[src/rtl/ingress_frame_writer.sv]
// Packs the received switch_clk byte stream into BLOCK_BYTES-wide frame-memory blocks.
// Committed frames are enqueued to the VOQ and errored frames are aborted. Optional: INGRESS_RUNT_DROP_EN.
module ingress_frame_writer #(
  parameter int ADDR_W      = 10,  // mem_pkg::ADDR_W
  parameter int DATA_WIDTH  = 8,   // rx_tx_pkg::DATA_WIDTH
  parameter int BLOCK_BYTES = 8    // mem_pkg::BLOCK_BYTES
) (
  input  logic                                   switch_clk,
  input  logic                                   switch_rst_n,
  input  logic [DATA_WIDTH-1:0]                  rx_data_i,
  input  logic                                   rx_valid_i,
  input  logic                                   rx_sof_i,
  input  logic                                   rx_eof_i,
  input  logic                                   rx_err_i,
  output logic                                   rx_ready_o,
  output logic                                   mem_alloc_req_o,
  input  logic                                   mem_alloc_valid_i,
  input  logic [ADDR_W-1:0]                      mem_alloc_addr_i,
  output logic                                   mem_we_o,
  input  logic                                   mem_ready_i,
  output logic                                   mem_start_o,
  output logic                                   mem_last_o,
  output logic [$clog2(BLOCK_BYTES):0]           mem_last_bytes_o,
  output logic [BLOCK_BYTES-1:0][DATA_WIDTH-1:0] mem_block_o,
  output logic                                   mem_abort_o,
  output logic [ADDR_W-1:0]                      mem_start_addr_o,
  output logic                                   voq_write_req_o,
  output logic [ADDR_W-1:0]                      voq_ptr_o,
  output logic                                   flood_o
);

  localparam int IDX_W = $clog2(BLOCK_BYTES);
  localparam int CNT_W = IDX_W + 1;
  localparam logic [CNT_W-1:0] LAST_IDX = CNT_W'(BLOCK_BYTES - 1);

  typedef enum logic [2:0] {
    IDLE   = 3'd0,
    ALLOC  = 3'd1,
    FILL   = 3'd2,
    FLUSH  = 3'd3,
    COMMIT = 3'd4,
    ABORT  = 3'd5
  } state_t;

  state_t state, state_nxt;

  logic [CNT_W-1:0]                      fill_cnt;
  logic [15:0]                           byte_cnt;
  logic [BLOCK_BYTES-1:0][DATA_WIDTH-1:0] blk;
  logic [ADDR_W-1:0]                     start_addr;
  logic                                  flood;
  logic                                  err;
  logic                                  first_blk;
  logic                                  last_blk;

  function automatic logic [15:0] sat_inc16(input logic [15:0] v);
    return (v == 16'hFFFF) ? v : v + 16'd1;
  endfunction

  logic        beat;
  logic        sof_mid;
  logic        err_nxt;
  logic        runt;
  logic        store;
  logic [15:0] byte_cnt_nxt;

  // An SOF after byte 0 means the previous frame lost its EOF.
  assign beat         = rx_valid_i & (state == FILL);
  assign byte_cnt_nxt = sat_inc16(byte_cnt);
  assign sof_mid      = rx_sof_i & (byte_cnt != 16'd0);
  assign err_nxt      = err | rx_err_i | sof_mid;
  assign store        = beat & ~err_nxt;

`ifdef INGRESS_RUNT_DROP_EN
  assign runt = rx_eof_i & (byte_cnt_nxt < 16'd64);
`else
  assign runt = 1'b0;
`endif

  always_ff @(posedge switch_clk or negedge switch_rst_n) begin
    if (!switch_rst_n) state <= IDLE;
    else               state <= state_nxt;
  end

  always_comb begin
    state_nxt       = state;
    rx_ready_o      = 1'b0;
    mem_alloc_req_o = 1'b0;
    mem_we_o        = 1'b0;
    mem_abort_o     = 1'b0;
    voq_write_req_o = 1'b0;
    case (state)
      IDLE: begin
        // The SOF beat is left on the bus so FILL can take it as byte 0.
        rx_ready_o = rx_valid_i & ~rx_sof_i;
        if (rx_valid_i & rx_sof_i) state_nxt = ALLOC;
      end
      ALLOC: begin
        mem_alloc_req_o = 1'b1;
        if (mem_alloc_valid_i) state_nxt = FILL;
      end
      FILL: begin
        rx_ready_o = 1'b1;
        if (rx_valid_i) begin
          if (sof_mid)                                state_nxt = ABORT;
          else if (rx_eof_i)                          state_nxt = (err_nxt | runt) ? ABORT : FLUSH;
          else if (!err_nxt && fill_cnt == LAST_IDX)  state_nxt = FLUSH;
        end
      end
      FLUSH: begin
        mem_we_o = 1'b1;
        if (mem_ready_i) state_nxt = last_blk ? COMMIT : FILL;
      end
      COMMIT: begin
        voq_write_req_o = 1'b1;
        state_nxt       = IDLE;
      end
      ABORT: begin
        mem_abort_o = 1'b1;
        state_nxt   = IDLE;
      end
      default: state_nxt = IDLE;
    endcase
  end

  always_ff @(posedge switch_clk or negedge switch_rst_n) begin
    if (!switch_rst_n) begin
      fill_cnt   <= '0;
      byte_cnt   <= '0;
      blk        <= '0;
      start_addr <= '0;
      flood      <= 1'b0;
      err        <= 1'b0;
      first_blk  <= 1'b0;
      last_blk   <= 1'b0;
    end else begin
      case (state)
        ALLOC: begin
          if (mem_alloc_valid_i) begin
            start_addr <= mem_alloc_addr_i;
            fill_cnt   <= '0;
            byte_cnt   <= '0;
            flood      <= 1'b0;
            err        <= 1'b0;
            first_blk  <= 1'b1;
            last_blk   <= 1'b0;
          end
        end
        FILL: begin
          if (beat) begin
            byte_cnt <= byte_cnt_nxt;
            err      <= err_nxt;
            // Group bit of the destination MAC selects flooding.
            if (byte_cnt == 16'd0) flood <= rx_data_i[0];
            if (store) begin
              blk[fill_cnt[IDX_W-1:0]] <= rx_data_i;
              fill_cnt                 <= fill_cnt + CNT_W'(1);
              if (rx_eof_i) last_blk <= 1'b1;
            end
          end
        end
        FLUSH: begin
          if (mem_ready_i && !last_blk) begin
            fill_cnt  <= '0;
            first_blk <= 1'b0;
          end
        end
        default: ;
      endcase
    end
  end

  assign mem_start_o      = (state == FLUSH) & first_blk;
  assign mem_last_o       = (state == FLUSH) & last_blk;
  assign mem_last_bytes_o = (state == FLUSH) ? fill_cnt : '0;
  assign mem_block_o      = blk;
  assign mem_start_addr_o = start_addr;
  assign voq_ptr_o        = start_addr;
  assign flood_o          = flood;

endmodule

[config.mk]
export PLATFORM = sky130hd
export DESIGN_NAME = ingress_frame_writer
export DESIGN_NICKNAME = d
export VERILOG_FILES = /design/src/rtl/ingress_frame_writer.sv
export SDC_FILE = /design/constraint.sdc
export NUM_CORES = 1
export LEC_CHECK = 0
export ABC_AREA = 1
export BUFFER_PORTS_ARGS = -buffer_cell sky130_fd_sc_hd__buf_2
export CORE_UTILIZATION = 53
export DETAILED_ROUTE_END_ITERATION = 12
export PLACE_DENSITY = 0.87
export SKIP_LAST_GASP = 1
export SLEW_MARGIN = 20
export SYNTH_ARGS = -nofsm -noshare
export SYNTH_HDL_FRONTEND = slang
export SYNTH_SLANG_ARGS = --single-unit
[constraint.sdc]
create_clock -name switch_clk -period 2.9 [get_ports switch_clk]
set_input_delay 0.29 -clock switch_clk [delete_from_list [all_inputs] [get_ports switch_clk]]
set_output_delay 0.29 -clock switch_clk [all_outputs]
set_load 0.01 [all_outputs]
==> Word level (Yosys, flattened, before mapping) <==
Index checks and enable logic that the tools add are counted.
{ "totals": {"ff_bits": 101, "latch_bits": 0, "ram_bits": 0, "romBits": 0, "in_bits": 26, "memories": 0} }
{ "op_classes": {"add_sub_neg": 2, "n_mul": 0, "div": 0, "magnitude_cmp": 2, "n_eq_ne": 18, "shift": 0, "n_mux": 41, "bitwise_logic": 11, "reduce_logical": 20} }
{ "ops": {"columns": ["op", "n"], "rows": [
  ["bitwise mux 64 bit", 1],
  ["two-way mux 16 bit", 3],
  ["case mux 16 bit (2 select lines)", 1],
  ["two-way mux 3 bit", 9],
  ["demux 8 bit (select 3 bit)", 1],
  ["two-way mux 4 bit", 5],
  ["inequality test 2 bit (second input constant)", 9],
  ["adder 16 x 1 -> 16 bit (second input constant)", 1],
  ["== test 16 bit (second input constant)", 1],
  ["zero test 16 bit", 1],
  ["nonzero test 16 bit", 1],
  ["AND reduction 5 bit", 3],
  ["two-way mux 1 bit", 13],
  ["case mux 3 bit (4 select lines)", 1],
  ["case mux 4 bit (3 select lines)", 1],
  ["case mux 1 bit (2 select lines)", 5],
  ["AND reduction 3 bit", 3],
  ["two-way mux 8 bit", 1],
  ["AND reduction 4 bit", 2],
  ["AND 1 bit", 7],
  ["== test 3 x 2 -> 1 bit (second input constant)", 2],
  ["== test 3 bit (second input constant)", 2],
  ["adder 4 x 1 -> 4 bit (second input constant)", 1],
  ["== test 4 x 3 -> 1 bit (second input constant)", 1],
  ["other kinds (13)", 19]
]} }

==> Longest topological paths before layout <==
{ "depth": {"ltp_word": 10, "ltp_mapped": 11} }

==> Worst setup path after synthesis <==
OpenSTA, ideal clock, no wires.
{ "synth_timing": {"kind": "register -> register", "start": "reg byte_cnt[0]", "end": "reg byte_cnt[12]", "setup_time_ns": 0.074, "arrival_time_ns": 1.479, "required_ns": 2.826, "setup_slack_ns": 1.347, "stages_incl_launch_ff": 9, "path_buffers": 1, "cell_sequence": "dfrtp_1 > ha_1 > nand3_1 > nor3_2 > nand4_1 > nand2_4 > buf_6 > nand2_1 > o21ai_2"} }
{ "synth_via": {"elab_chain_len": 4, "elab_cells_between_ends": 7} }
{ "synth_rtl": {"columns": ["element", "line", "rtl"], "rows": [
  ["start: declaration", "48", "logic [15:0] byte_cnt;"],
  ["start signal: assignment", "151", "byte_cnt <= byte_cnt_nxt;"],
  ["adder 16 x 1 -> 16 bit", "57", "return (v == 16'hFFFF) ? v : v + 16'd1;"],
  ["two-way mux 16 bit", "57", null],
  ["two-way mux 16 bit", "150", "if (beat) begin"],
  ["case mux 16 bit (2 select lines)", "137", "case (state)"]
]} }
Several ways; a longest one is shown, not always the timed one. The select of a mux whose other input is x is not followed.
A chain may end at the register's enable or synchronous reset.

==> Worst setup path in the final report <==
{ "layout_timing": {"start": "reg byte_cnt[0]", "end": "reg blk, in the netlist mem_block_o[56]"} }
{ "layout_via": {"elab_chain_len": 6} }
{ "layout_rtl": {"columns": ["element", "line", "rtl"], "rows": [
  ["nonzero test 16 bit", "70", "assign sof_mid = rx_sof_i & (byte_cnt != 16'd0);"],
  ["AND 1 bit", "70", null],
  ["bitwise OR 1 bit", "71", "assign err_nxt = err | rx_err_i | sof_mid;"],
  ["NOT 1 bit", "72", "assign store = beat & ~err_nxt;"],
  ["AND 1 bit", "72", null],
  ["AND reduction 3 bit (no source line)", null, null],
  ["end signal: indexed assignment", "156", "blk[fill_cnt[IDX_W-1:0]] <= rx_data_i;"],
  ["end: declaration", "49", "logic [BLOCK_BYTES-1:0][DATA_WIDTH-1:0] blk;"]
]} }
No other way between the ends.

==> insert_results.sql <==
INSERT INTO impl_metrics (metric_group, metric, value, unit) VALUES
('logic_synthesis', 'predominant_post_synthesis_flop_cell', 'sky130_fd_sc_hd__dfrtp_1', ''),
('logic_synthesis', 'syn_nets', '675', ''),
('pwr', 'seq_power_share', '41.0', '%'),
('logic_synthesis', 'post_synth_instance_area', '5220', 'µm²'),
('final_layout', 'final_core_utilization', '63.9', '%'),
('final_layout', 'antennaDiodeCount', '0', ''),
('sta', 'setup_violations', '0', ''),
('floorplan', 'initial_core_util', '55.7', '%'),
('setup_path', 'path_class', 'flip-flop to flip-flop', ''),
('clocking', 'post-cts-setup-buffer-count', '0', ''),
('sta', 'max-slew-margin-rel', '40.7', '%'),
('placed_design', 'placedCellCount', '864', ''),
('pwr', 'switching_share', '42.8', '%'),
('placed_design', 'post-dp-hpwl', '9.35', 'mm'),
('pwr', 'leakage', '3.34', 'nW'),
('floorplan', 'chipHeight', '101', 'µm'),
('clocking', 'cts.root.buffer_cell', 'sky130_fd_sc_hd__clkbuf_8', ''),
('detailed_routing', 'detail_route.wl_per_cell', '14.8', 'µm'),
('logic_synthesis', 'netlist_instances', '646', ''),
('pwr', 'max-vdd-ir-drop', '0.374', 'mV'),
('sta', 'rsz0062_at_grt', 'false', ''),
('pwr', 'power.net_switching', '1.85', 'mW'),
('grt', 'number_of_antenna_violations_at_the_first_check_in_global_routing', '0', ''),
('sta', 'setup_slack', '643', 'ps'),
('detailed_routing', 'detail_route.drc_violations', '0', ''),
('clocking', 'cts-buffers-inserted', '9', ''),
('grt', 'grtUsageTotal', '26.3', '%'),
('hold_path', 'hold_class', 'input port to async pin', ''),
('logic_synthesis', 'count_of_synthesis_stage_warnings_from_yosys', '0', ''),
('logic_synthesis', 'synth.top_cells.by_area', 'sky130_fd_sc_hd__dfrtp_1 48%, sky130_fd_sc_hd__nand2_1 19%, sky130_fd_sc_hd__nand4_1 8.4%, sky130_fd_sc_hd__nor2_1 3.7%, sky130_fd_sc_hd__nand4_4 3.3%', ''),
('sta', 'worst_max_slew_pin_slew', '889', 'ps'),
('logic_synthesis', 'synth-async-reset-ratio', '100', '%'),
('placed_design', 'post_place_setup_slack', '684', 'ps'),
('logic_synthesis', 'synth.lib_cells_used.distinct', '32', ''),
('final_layout', 'area_growth', '14.8', '%'),
('grt', 'grt_start_max_net_pins', '70', ''),
('detailed_routing', 'initialDrtViolationCount', '252', ''),
('clocking', 'ctsLongestPathBuffers', '2', ''),
('detailed_routing', 'ant_nets', '0', ''),
('sta', 'final-max-slew-violation-count', '0', ''),
('clocking', 'clk-insertion-delay-late', '380', 'ps'),
('detailed_routing', 'route.final.wire_length', '13.0', 'mm'),
('pwr', 'power.internal', '2.48', 'mW'),
('logic_synthesis', 'post-synth-top-count-cell', 'sky130_fd_sc_hd__nand2_1', ''),
('placed_design', 'port_buffers', '121', ''),
('logic_synthesis', 'synth_seq_cells', '101', ''),
('sta', 'fin_tns_setup', '0', 'ps'),
('setup_path', 'cp_data_arrival_time', '2570', 'ps'),
('floorplan', 'row_count', '35', ''),
('logic_synthesis', 'post_synthesis_cell_type_with_the_largest_combined_area', 'sky130_fd_sc_hd__dfrtp_1', ''),
('final_layout', 'final_layout_size_suffix_gt1_share', '23.0', '%'),
('placed_design', 'place_congestion', '0.873', ''),
('logic_synthesis', 'postSynthAreaPerCell', '8.08', 'µm²'),
('pwr', 'comb_power_share', '38.1', '%'),
('setup_path', 'critPathRequiredTime', '3210', 'ps'),
('grt', 'grt.overflow.total', '0', ''),
('setup_path', 'start_kind', 'flip-flop', ''),
('logic_synthesis', 'yosys-top-cells-count', '265 x sky130_fd_sc_hd__nand2_1, 101 x sky130_fd_sc_hd__dfrtp_1, 70 x sky130_fd_sc_hd__nand4_1', ''),
('floorplan', 'die_area', '10200', 'µm²'),
('job', 'max_cap_violations', '0', ''),
('clocking', 'cts.htree.levels', '3', ''),
('clocking', 'postCtsResizedCells', '0', ''),
('pwr', 'p_per_area', '723', 'nW/µm²'),
('run_status', 'status', 'completed', ''),
('detailed_routing', 'route.detailed.vias_per_inst', '5.45', ''),
('logic_synthesis', 'proportion_of_synthesized_chip_area_in_sequential_cells', '48.4', '%'),
('floorplan', 'ios', '122', ''),
('sta', 'max_freq', '443', 'MHz'),
('clocking', 'path_clk_slew', '100', 'ps'),
('sta', 'timing.final.crit_share', '77.8', '%'),
('final_layout', 'filler_cell_count', '835', '');
## stage by stage
step | hold WS (ps) | area (µm²) | power, mW
finish | 4.66 | 5990 | 4.33
global route | 98.9 | 5990 | 4.62
CTS | 58.9 | 5990 | 4.34
detailed placement | 462 | 5790 | 3.45
global placement | 456 | 5790 | 3.40
floorplan | -5.59 | 5220 | 3.08
## worst paths after layout
| check | startpoint | slack [ps] | cells past startpoint | endpoint |
|---|---|---|---|---|
| min | switch_rst_n | 5 | 1 | byte_cnt[14]$_DFFE_PN0P_ |
| max | byte_cnt[0]$_DFFE_PN0P_ | 640 | 9 | mem_block_o[56]$_DFFE_PN0P_ |
| min in group switch_clk | mem_alloc_addr_i[5] | 110 | 3 | mem_start_addr_o[5]$_DFFE_PN0P_ |
| max reg2reg | byte_cnt[0]$_DFFE_PN0P_ | 640 | 9 | mem_block_o[56]$_DFFE_PN0P_ |
| min reg2reg | mem_block_o[39]$_DFFE_PN0P_ | 480 | 2 | mem_block_o[39]$_DFFE_PN0P_ |
| max in group asynchronous | switch_rst_n | 2060 | 2 | mem_block_o[21]$_DFFE_PN0P_ |
## sequential cells by signal, indices dropped and copies added, names as in the netlist, 3 cells and up
register          count
mem_block_o          64
byte_cnt             16
mem_start_addr_o     10
fill_cnt              4
state                 3
## per-layer routing
metal | vias to the layer above | wire, µm | track usage [%]
met5 | - | 0 | 0
met4 | 0 | 255 | 8.25
met3 | 30 | 965 | 6.00
met2 | 197 | 6240 | 42.2
met1 | 2268 | 5560 | 35.6
li1 | 2299 | - | -
## worst max-delay path: stages (launching register included)
cell	delay (ps)
sky130_fd_sc_hd__dfrtp_1	450
sky130_fd_sc_hd__inv_1	120
sky130_fd_sc_hd__ha_1	180
sky130_fd_sc_hd__nand2_1	60
sky130_fd_sc_hd__nor2_1	100
sky130_fd_sc_hd__nand2_1	100
sky130_fd_sc_hd__a21oi_4	600
sky130_fd_sc_hd__buf_4	370
sky130_fd_sc_hd__nand4_1	120
sky130_fd_sc_hd__nand2_1	90
## cell type report
| type | count | area share [%] |
|---|---|---|
| clock inverter | 6 | 1.09 |
| sequential | 101 | 42.2 |
| multi-input combinational | 468 | 38.2 |
| inverter | 36 | 2.26 |
| clock buffer | 10 | 2.30 |
| tap | 129 | 2.69 |
| timing repair buffer | 130 | 11.3 |
## power by group through the flow
stage               registers (mW)  logic [mW]  clock network, mW
floorplan                     1.86        1.22                  0
global placement              1.79        1.60                  0
detailed placement            1.80        1.65                  0
CTS                           1.78        1.66              0.913
global route                  1.80        1.84              0.973
finish                        1.78        1.65              0.904
## kinds of logic after synthesis
group                    share of synthesized area (%)
XOR/XNOR                                          1.01
AND/OR/NAND/NOR                                   38.9
AO/OA/AOI/OAI                                     3.09
adder cells (fa/ha/maj)                          0.720
flip-flops                                        48.4
buffers and inverters                             7.82
## cell usage in the layout, fill, tap and decap left out, types with 4 or more instances in the layout
cell type / netlist / final
sky130_fd_sc_hd__a21oi_1: 4 / 4
sky130_fd_sc_hd__nand2_1: 265 / 265
sky130_fd_sc_hd__o21ai_2: 8 / 8
sky130_fd_sc_hd__buf_2: 8 / 120
sky130_fd_sc_hd__buf_4: 15 / 10
sky130_fd_sc_hd__o21ai_0: 8 / 8
sky130_fd_sc_hd__nor2_1: 52 / 52
sky130_fd_sc_hd__nand4_4: 8 / 8
sky130_fd_sc_hd__nand4_1: 70 / 70
sky130_fd_sc_hd__inv_1: 32 / 32
sky130_fd_sc_hd__xor2_1: 5 / 5
sky130_fd_sc_hd__clkbuf_8: 0 / 10
sky130_fd_sc_hd__nand3_1: 25 / 25
sky130_fd_sc_hd__dfrtp_1: 101 / 101
sky130_fd_sc_hd__nor3_1: 4 / 4
No activity file was read; power rests on OpenSTA's default activity.
